## src/rtl/aes_ctrl_pkg.sv

```systemverilog
`default_nettype none
// ============================================================================
//  Module      : aes_ctrl_pkg
//  Description : Shared types and constants for the AES round controller.
//  Revision    : 1.0 - initial release
// ============================================================================
package aes_ctrl_pkg;

  localparam int NR_128 = 10;
  localparam int NR_256 = 14;
  localparam int BLK_W  = 128;
  localparam int KIDX_W = 4;

  typedef enum logic [2:0] {
    IDLE  = 3'd0,
    INIT  = 3'd1,
    ROUND = 3'd2,
    FINAL = 3'd3,
    DONE  = 3'd4
  } state_e;

  // Round count for the requested key length; AES-256 only when the build allows it
  function automatic logic [KIDX_W-1:0] sel_nr(input logic aes256_en, input logic key_len);
    return (aes256_en && key_len) ? KIDX_W'(NR_256) : KIDX_W'(NR_128);
  endfunction

endpackage
`default_nettype wire

```

## src/rtl/aes_round_ctrl.sv

```systemverilog
`default_nettype none
// ============================================================================
//  Module      : aes_round_ctrl
//  Description : Sequences one AES block through an external combinational
//                round datapath: initial key add, Nr-1 full rounds and a final
//                round, fetching round keys from an external key store.
//  Revision    : 1.0 - initial release
// ============================================================================
module aes_round_ctrl
  import aes_ctrl_pkg::*;
#(
  parameter bit AES256_EN = 1'b1
) (
  input  logic              clock,
  input  logic              reset_n,
  input  logic              start,
  output logic              ready,
  input  logic              en_de,
  input  logic              key_len,
  input  logic [BLK_W-1:0]  din,
  input  logic              flush,
  output logic [BLK_W-1:0]  dout,
  output logic              done,
  output logic [KIDX_W-1:0] key_idx,
  input  logic [BLK_W-1:0]  key_data,
  output logic              dp_en_de,
  output logic              dp_last,
  output logic [BLK_W-1:0]  dp_block,
  output logic [BLK_W-1:0]  dp_round_key,
  input  logic [BLK_W-1:0]  dp_new_block
);

  state_e              state_q, state_d;
  logic [BLK_W-1:0]    blk_q,   blk_d;
  logic [BLK_W-1:0]    dout_q,  dout_d;
  logic [KIDX_W-1:0]   rnd_q,   rnd_d;
  logic [KIDX_W-1:0]   nr_q,    nr_d;
  logic                en_q,    en_d;
  logic                last_rnd;

  // The last full round is the one numbered Nr-1; the final round follows it
  assign last_rnd = (rnd_q == (nr_q - KIDX_W'(1)));

  // State register
  always_ff @(posedge clock or negedge reset_n) begin
    if (!reset_n) begin
      state_q <= IDLE;
    end else begin
      state_q <= state_d;
    end
  end

  // Next-state logic; flush overrides every other transition
  always_comb begin
    state_d = state_q;
    if (flush) begin
      state_d = IDLE;
    end else begin
      case (state_q)
        IDLE:    if (start) state_d = INIT;
        INIT:    state_d = ROUND;
        ROUND:   if (last_rnd) state_d = FINAL;
        FINAL:   state_d = DONE;
        DONE:    state_d = IDLE;
        default: state_d = IDLE;
      endcase
    end
  end

  // FSM outputs: handshake, done pulse and round-key addressing
  always_comb begin
    ready   = 1'b0;
    done    = 1'b0;
    dp_last = 1'b0;
    key_idx = '0;
    case (state_q)
      IDLE:  ready = 1'b1;
      INIT:  key_idx = en_q ? KIDX_W'(0) : nr_q;
      ROUND: key_idx = en_q ? rnd_q : (nr_q - rnd_q);
      FINAL: begin
        dp_last = 1'b1;
        key_idx = en_q ? nr_q : KIDX_W'(0);
      end
      DONE:    done = 1'b1;
      default: ;
    endcase
  end

  // Block, round counter, mode and result next-state; flush freezes the result
  always_comb begin
    blk_d  = blk_q;
    dout_d = dout_q;
    rnd_d  = rnd_q;
    nr_d   = nr_q;
    en_d   = en_q;
    if (flush) begin
      rnd_d = '0;
    end else begin
      case (state_q)
        IDLE: begin
          if (start) begin
            blk_d = din;
            en_d  = en_de;
            nr_d  = sel_nr(AES256_EN, key_len);
          end
        end
        INIT: begin
          blk_d = blk_q ^ key_data;
          rnd_d = KIDX_W'(1);
        end
        ROUND: begin
          blk_d = dp_new_block;
          // Hold on the last round so the counter tops out at Nr-1 (max 13)
          if (!last_rnd) rnd_d = rnd_q + KIDX_W'(1);
        end
        FINAL:   dout_d = dp_new_block;
        DONE:    rnd_d  = '0;
        default: ;
      endcase
    end
  end

  // Datapath registers
  always_ff @(posedge clock or negedge reset_n) begin
    if (!reset_n) begin
      blk_q  <= '0;
      dout_q <= '0;
      rnd_q  <= '0;
      nr_q   <= KIDX_W'(NR_128);
      en_q   <= 1'b0;
    end else begin
      blk_q  <= blk_d;
      dout_q <= dout_d;
      rnd_q  <= rnd_d;
      nr_q   <= nr_d;
      en_q   <= en_d;
    end
  end

  assign dout         = dout_q;
  assign dp_block     = blk_q;
  assign dp_round_key = key_data;
  assign dp_en_de     = en_q;

endmodule
`default_nettype wire

```

## config.mk

```make
export PLATFORM = sky130hd
export DESIGN_NAME = aes_round_ctrl
export DESIGN_NICKNAME = d
export VERILOG_FILES = /design/src/rtl/aes_ctrl_pkg.sv /design/src/rtl/aes_round_ctrl.sv
export SDC_FILE = /design/constraint.sdc
export NUM_CORES = 1
export LEC_CHECK = 0
export BUFFER_PORTS_ARGS = -buffer_cell sky130_fd_sc_hd__buf_2
export CAP_MARGIN = 0
export CORE_AREA = 2 2 303 305
export CTS_BUF_LIST = sky130_fd_sc_hd__clkbuf_2 sky130_fd_sc_hd__clkbuf_4 sky130_fd_sc_hd__clkbuf_8
export CTS_CLUSTER_SIZE = 8
export DETAILED_ROUTE_END_ITERATION = 10
export DIE_AREA = 0 0 305 307
export GPL_TIMING_DRIVEN = 0
export HOLD_SLACK_MARGIN = 0.08
export SLEW_MARGIN = 5
export SYNTH_ARGS = -nofsm -noshare
export SYNTH_HDL_FRONTEND = slang
export SYNTH_SLANG_ARGS = --single-unit
```

## constraint.sdc

```tcl
create_clock -name clock -period 2.3 [get_ports clock]
set_input_delay 0.345 -clock clock [delete_from_list [all_inputs] [get_ports clock]]
set_output_delay 0.345 -clock clock [all_outputs]
set_load 0.005 [all_outputs]
```

* Word-level counts from Yosys, hierarchy flattened
Index checks and enable logic that the tools add are counted.
Cells by class: $add $sub $neg 3, equal/unequal tests 9, muxes and demuxes 17, bitwise logic cells 2, reduce and logical (&&, ||, !) cells 8
Operator list (count):
- $pmux 128 s3 | 1
- $mux 128 | 1
- $xor 128x128->128 | 1
- $pmux 4 s3 | 2
- $mux 4 | 5
- $mux 3 | 4
- $pmux 3 s4 | 1
- $ne 3x3->1 const B | 3
- $eq 3x2->1 const B | 2
- $reduce_and 2->1 | 3
- $reduce_and 3->1 | 2
- $add 4x1->4 const B | 1
- $eq 4x4->1 | 1
- $reduce_bool 4->1 | 1
- $sub 4x1->4 const B | 1
- $sub 4x4->4 | 1
- $eq 3x1->1 const B | 1
- $eq 3x3->1 const B | 1
- $logic_not 3->1 | 1
- $mux 1 | 3
- $reduce_bool 3->1 | 1
- $ne 2x2->1 const B | 1
- $not 1->1 | 1
Word-level totals: bits in registers 268, input port bits 390, output and inout port bits 392, logic and storage cells 45

* Depth between registers and ports, before layout
depth after elaboration 5, gate-level depth with buffers 8, mapped depth without buffers 6

* Worst setup path before layout
No wires, ideal clock.
path type register to output, start point register rnd_q[2], end point output port key_idx[2], arrival 1.268 ns, required time 1.955 ns, setup slack 0.687 ns, cell stages (with the launch flop) 7, path buffers 0, path through dfrtp_1 inv_1 ha_1 xor2_1 o21ai_0 a32oi_1 nor2_1
On the way: word-level cells in the longest chain between the ends 3
RTL lines:
- start: declaration | RTL line aes_round_ctrl.sv:36 | logic [KIDX_W-1:0] rnd_q, rnd_d;
- start signal: assignment | RTL line aes_round_ctrl.sv:134 | rnd_q <= rnd_d;
- $sub 4x4->4 | RTL line aes_round_ctrl.sv:79 | ROUND: key_idx = en_q ? rnd_q : (nr_q - rnd_q);
- $mux 4 (*) | RTL line aes_round_ctrl.sv:79
- $pmux 4 s3 (*) | RTL line aes_round_ctrl.sv:76 | case (state_q)
- end: declaration | RTL line aes_round_ctrl.sv:24 | output logic [KIDX_W-1:0] key_idx,
Mark *: on every way between the ends. The rest lies on a longest branch, timed or not.

* Worst setup path after layout
start point register state_q[2], end point output port key_idx[3]
On the way: word-level cells in the longest chain between the ends 2, elaborated cells on any way between the ends 4, those cells by class eq/ne (3); mux (1)
RTL lines:
- start: declaration | RTL line aes_round_ctrl.sv:33 | state_e state_q, state_d;
- start signal: assignment | RTL line aes_round_ctrl.sv:49 | state_q <= state_d;
- $eq 3x2->1 / $eq 3x1->1 (equally long branches) | RTL line aes_round_ctrl.sv:76
- $pmux 4 s3 (*) | RTL line aes_round_ctrl.sv:76
Marks and branches as above.

==> results_dict.tcl <==
set metrics [dict create \
    status "finished, violations left" \
    violations "setup timing" \
    grt_max_degree 101 \
    fmax_mhz 426 \
    grtUsageTotal 0.171 \
    rrSetupSlack_ns 0.08 \
    dieArea_um2 93600 \
    clockBufferDepth 3 \
    clock-sinks 265 \
    drcViolationCount 0 \
    final_util 0.287 \
    wl_per_cell_um 21.2 \
    htreeDepth 2 \
    synth_seq_cells 265 \
    num_rows 111 \
    arrival_ns 2.00 \
    fin_crit_sh 1.02 \
    criticalPathCategory "flop to output pin" \
    cp_slowest_cell "dfrtp_4" \
    cpPeakStageDelay_ns 0.55 \
    ys.flop_type "dfrtp_1" \
    cp.required_ns 1.96 \
    placed_cells 3452 \
    hold_path_class "primary input to flop" \
    yosys_warnings 0 \
    routabilityCongestion 0.832 \
    r2r_end "dout[28]" \
    grt_pass1_wl_mm 120 \
    cp_num_buf_inv 1 \
    postSynthAreaPerCell_um2 10.3 \
    design.core.area_um2 90700 \
    layout_commonest_cell "buf_2" \
    end_kind "output pin" \
    area_delta_synth_final_pct 70.1 \
    maxCapViolCount 0 \
    p_leak_nw 12.9 \
    async_flop_share 1.00 \
    die_w_um 305 \
    cts_buffers 51 \
    period_minus_slack_ns 2.35 \
    power_density_nw_per_um2 678 \
    port_buffers 781 \
    regToRegStartpoint "state_q[2]" \
    maxSlewViolCount 0 \
    via_count 17232 \
    synthCells 1483 \
    grt_pass1_vias 17891 \
    reg2reg_depth 6 \
    grt_antenna_before_repair 12 \
    drive_gt1_frac 0.469 \
    clk_latency_ns 0.64 \
    slew-limit-headroom 0.557 \
    dr.pass1.iters 6 \
    synth.distinct_cells 47 \
    hp-start "dp_new_block[95]" \
    instances_no_fill 3955 \
    start_util 0.168 \
    die_h_um 307 \
    cp_top_family "flip-flops" \
    finalSetupViolCount 1 \
    dp_hpwl_mm 61.3 \
    skew_ns 0.0239 \
    tightest_slew_ns 0.665 \
    cts-root-buf "clkbuf_8" \
    ant_nets 0 \
    cts_tree "built" \
    worstPathCellList "or3b_4 -> o211ai_1 -> buf_2" \
    clk_pin_slew_ns 0.06 \
    start_kind "flop" \
    mostFrequentLayoutCells "822 x buf_2, 388 x dlygate4sd3_1, 260 x dfrtp_1" \
    finalHoldViolations 0 \
    hold_slack_ns 0.128 \
    grt.overflow.total 0 \
    vdd_drop_max_mv 0.354 \
    holdPathStages 2 \
    first_iter_violations 1194 \
    synth_edf_count 0 \
    synth_fp_nets 1877 \
    grt_setup_unrepaired "true" \
    detail_route.vias_per_cell 4.36 \
    fin_ws_ns -0.0478 \
    ys_seq_area_frac 0.434 \
    final_net_count 3111 \
    crit_fanout 5 \
    netlist_area_um2 15300 \
    ios 782 \
    wl_mm 83.7 \
    min_to "dout[95]" \
]
## synthesized netlist by cell type (2+ instances only)
master,number,share of area
a21oi_1,6,0.0020
a22oi_1,2,0.00098
a2bb2oi_1,128,0.073
a32oi_1,128,0.073
buf_1,2,0.00049
buf_2,46,0.015
buf_4,145,0.071
buf_6,29,0.021
clkbuf_1,27,0.0066
dfrtp_1,265,0.43
ha_1,4,0.0033
inv_1,132,0.032
mux2_1,9,0.0066
mux2_2,21,0.015
mux2_4,100,0.098
mux2i_1,2,0.0013
nand2_1,8,0.0020
nand3_1,5,0.0016
nand4b_1,2,0.0011
nor2_1,106,0.026
nor2_2,30,0.012
nor2b_1,3,0.0012
o21ai_0,24,0.0079
o21ai_1,227,0.074
o21ai_2,6,0.0034
or3_1,2,0.00082
or3b_1,2,0.0011
xor2_1,3,0.0017
## area by class of cell
type                    instances  area (um^2)
clock inverters                 6         62.6
plain buffers                 246         1800
repair buffers               1184         7970
clock buffers                  84         1040
multi-input cells             837         6460
inverters                     132          495
well taps                    1186         1480
diodes                         15         37.5
flip-flops and latches        265         6640
fillers                      9412        64700
## routing by layer
layer / part of all wire / vias up / track usage
met5: 0.00016 / - / 0
met4: 0.045 / 2 / 0.0783
met3: 0.085 / 189 / 0.0482
met2: 0.47 / 900 / 0.283
met1: 0.40 / 8414 / 0.205
li1: - / 7727 / -
## worst max path at each step
stage,from,end,slack [ns],depth (start not counted)
floorplan,rnd_q[2],key_idx[2],0.69,6
global placement,reset_n,dout[9],-4.62,1
global route,rnd_q[2],key_idx[2],-0.17,7
CTS,state_q[2],key_idx[3],-0.12,3
finish,state_q[2],key_idx[3],-0.05,3
detailed placement,state_q[2],dp_block[91],-0.34,5
## cells by family (layout without fill, tap and decap cells)
family / Yosys count / count (layout) / share of synthesized area
other: 0 / 15 / 0
AOI/OAI and AO/OA: 531 / 531 / 0.241
DFF: 265 / 265 / 0.434
and+or+nand+nor: 166 / 166 / 0.0501
muxes: 132 / 132 / 0.122
buffers and inverters: 381 / 1652 / 0.147
adders and majority gates: 4 / 4 / 0.00328
xor gates and xnor gates: 4 / 4 / 0.00229
## timing repair
| item | CTS | global route |
|---|---|---|
| hold buffers | 388 | 0 |
| pin swaps | 6 | 1 |
| buffers inserted | 13 | 0 |
| endpoints found under the hold margin | 328 | 0 |
| endpoints found under the setup margin | 113 | 72 |
| resized for setup | 30 | 27 |
## worst register-to-register path, delay by kind of cell, from the launching register on
family | cells | cell delay [ns]
DFF | 1 | 0.55
buffers and inverters | 3 | 0.72
and+or+nand+nor | 2 | 0.50
muxes | 1 | 0.33
## state kept, by name, indices dropped and copies added (netlist names)
| signal | flops |
|---|---|
| dout | 128 |
| dp_block | 128 |
| rnd_q | 4 |
| state_q | 3 |
| dp_en_de | 1 |
| nr_q | 1 |
## per-stage QoR
step	area [um^2]	setup WS, ns	setup TNS [ns]	power (mW)
4_1_cts	25900	-0.121	-0.278	17.7
6_report	26000	-0.0478	-0.0478	17.6
5_1_grt	26000	-0.171	-0.463	18.6
3_5_place_dp	20700	-0.345	-6.13	11.8
3_3_place_gp	20700	-4.62	-1274.89	11.7
2_1_floorplan	15300	0.687	0	8.92
## where the power goes
part	total, mW	switching, mW	internal, mW
combinational	5.89	2.83	3.06
clock	5.20	2.27	2.94
sequential	6.52	0.780	5.74
total	17.6	5.88	11.7
Power figures use the tool's default switching activity.
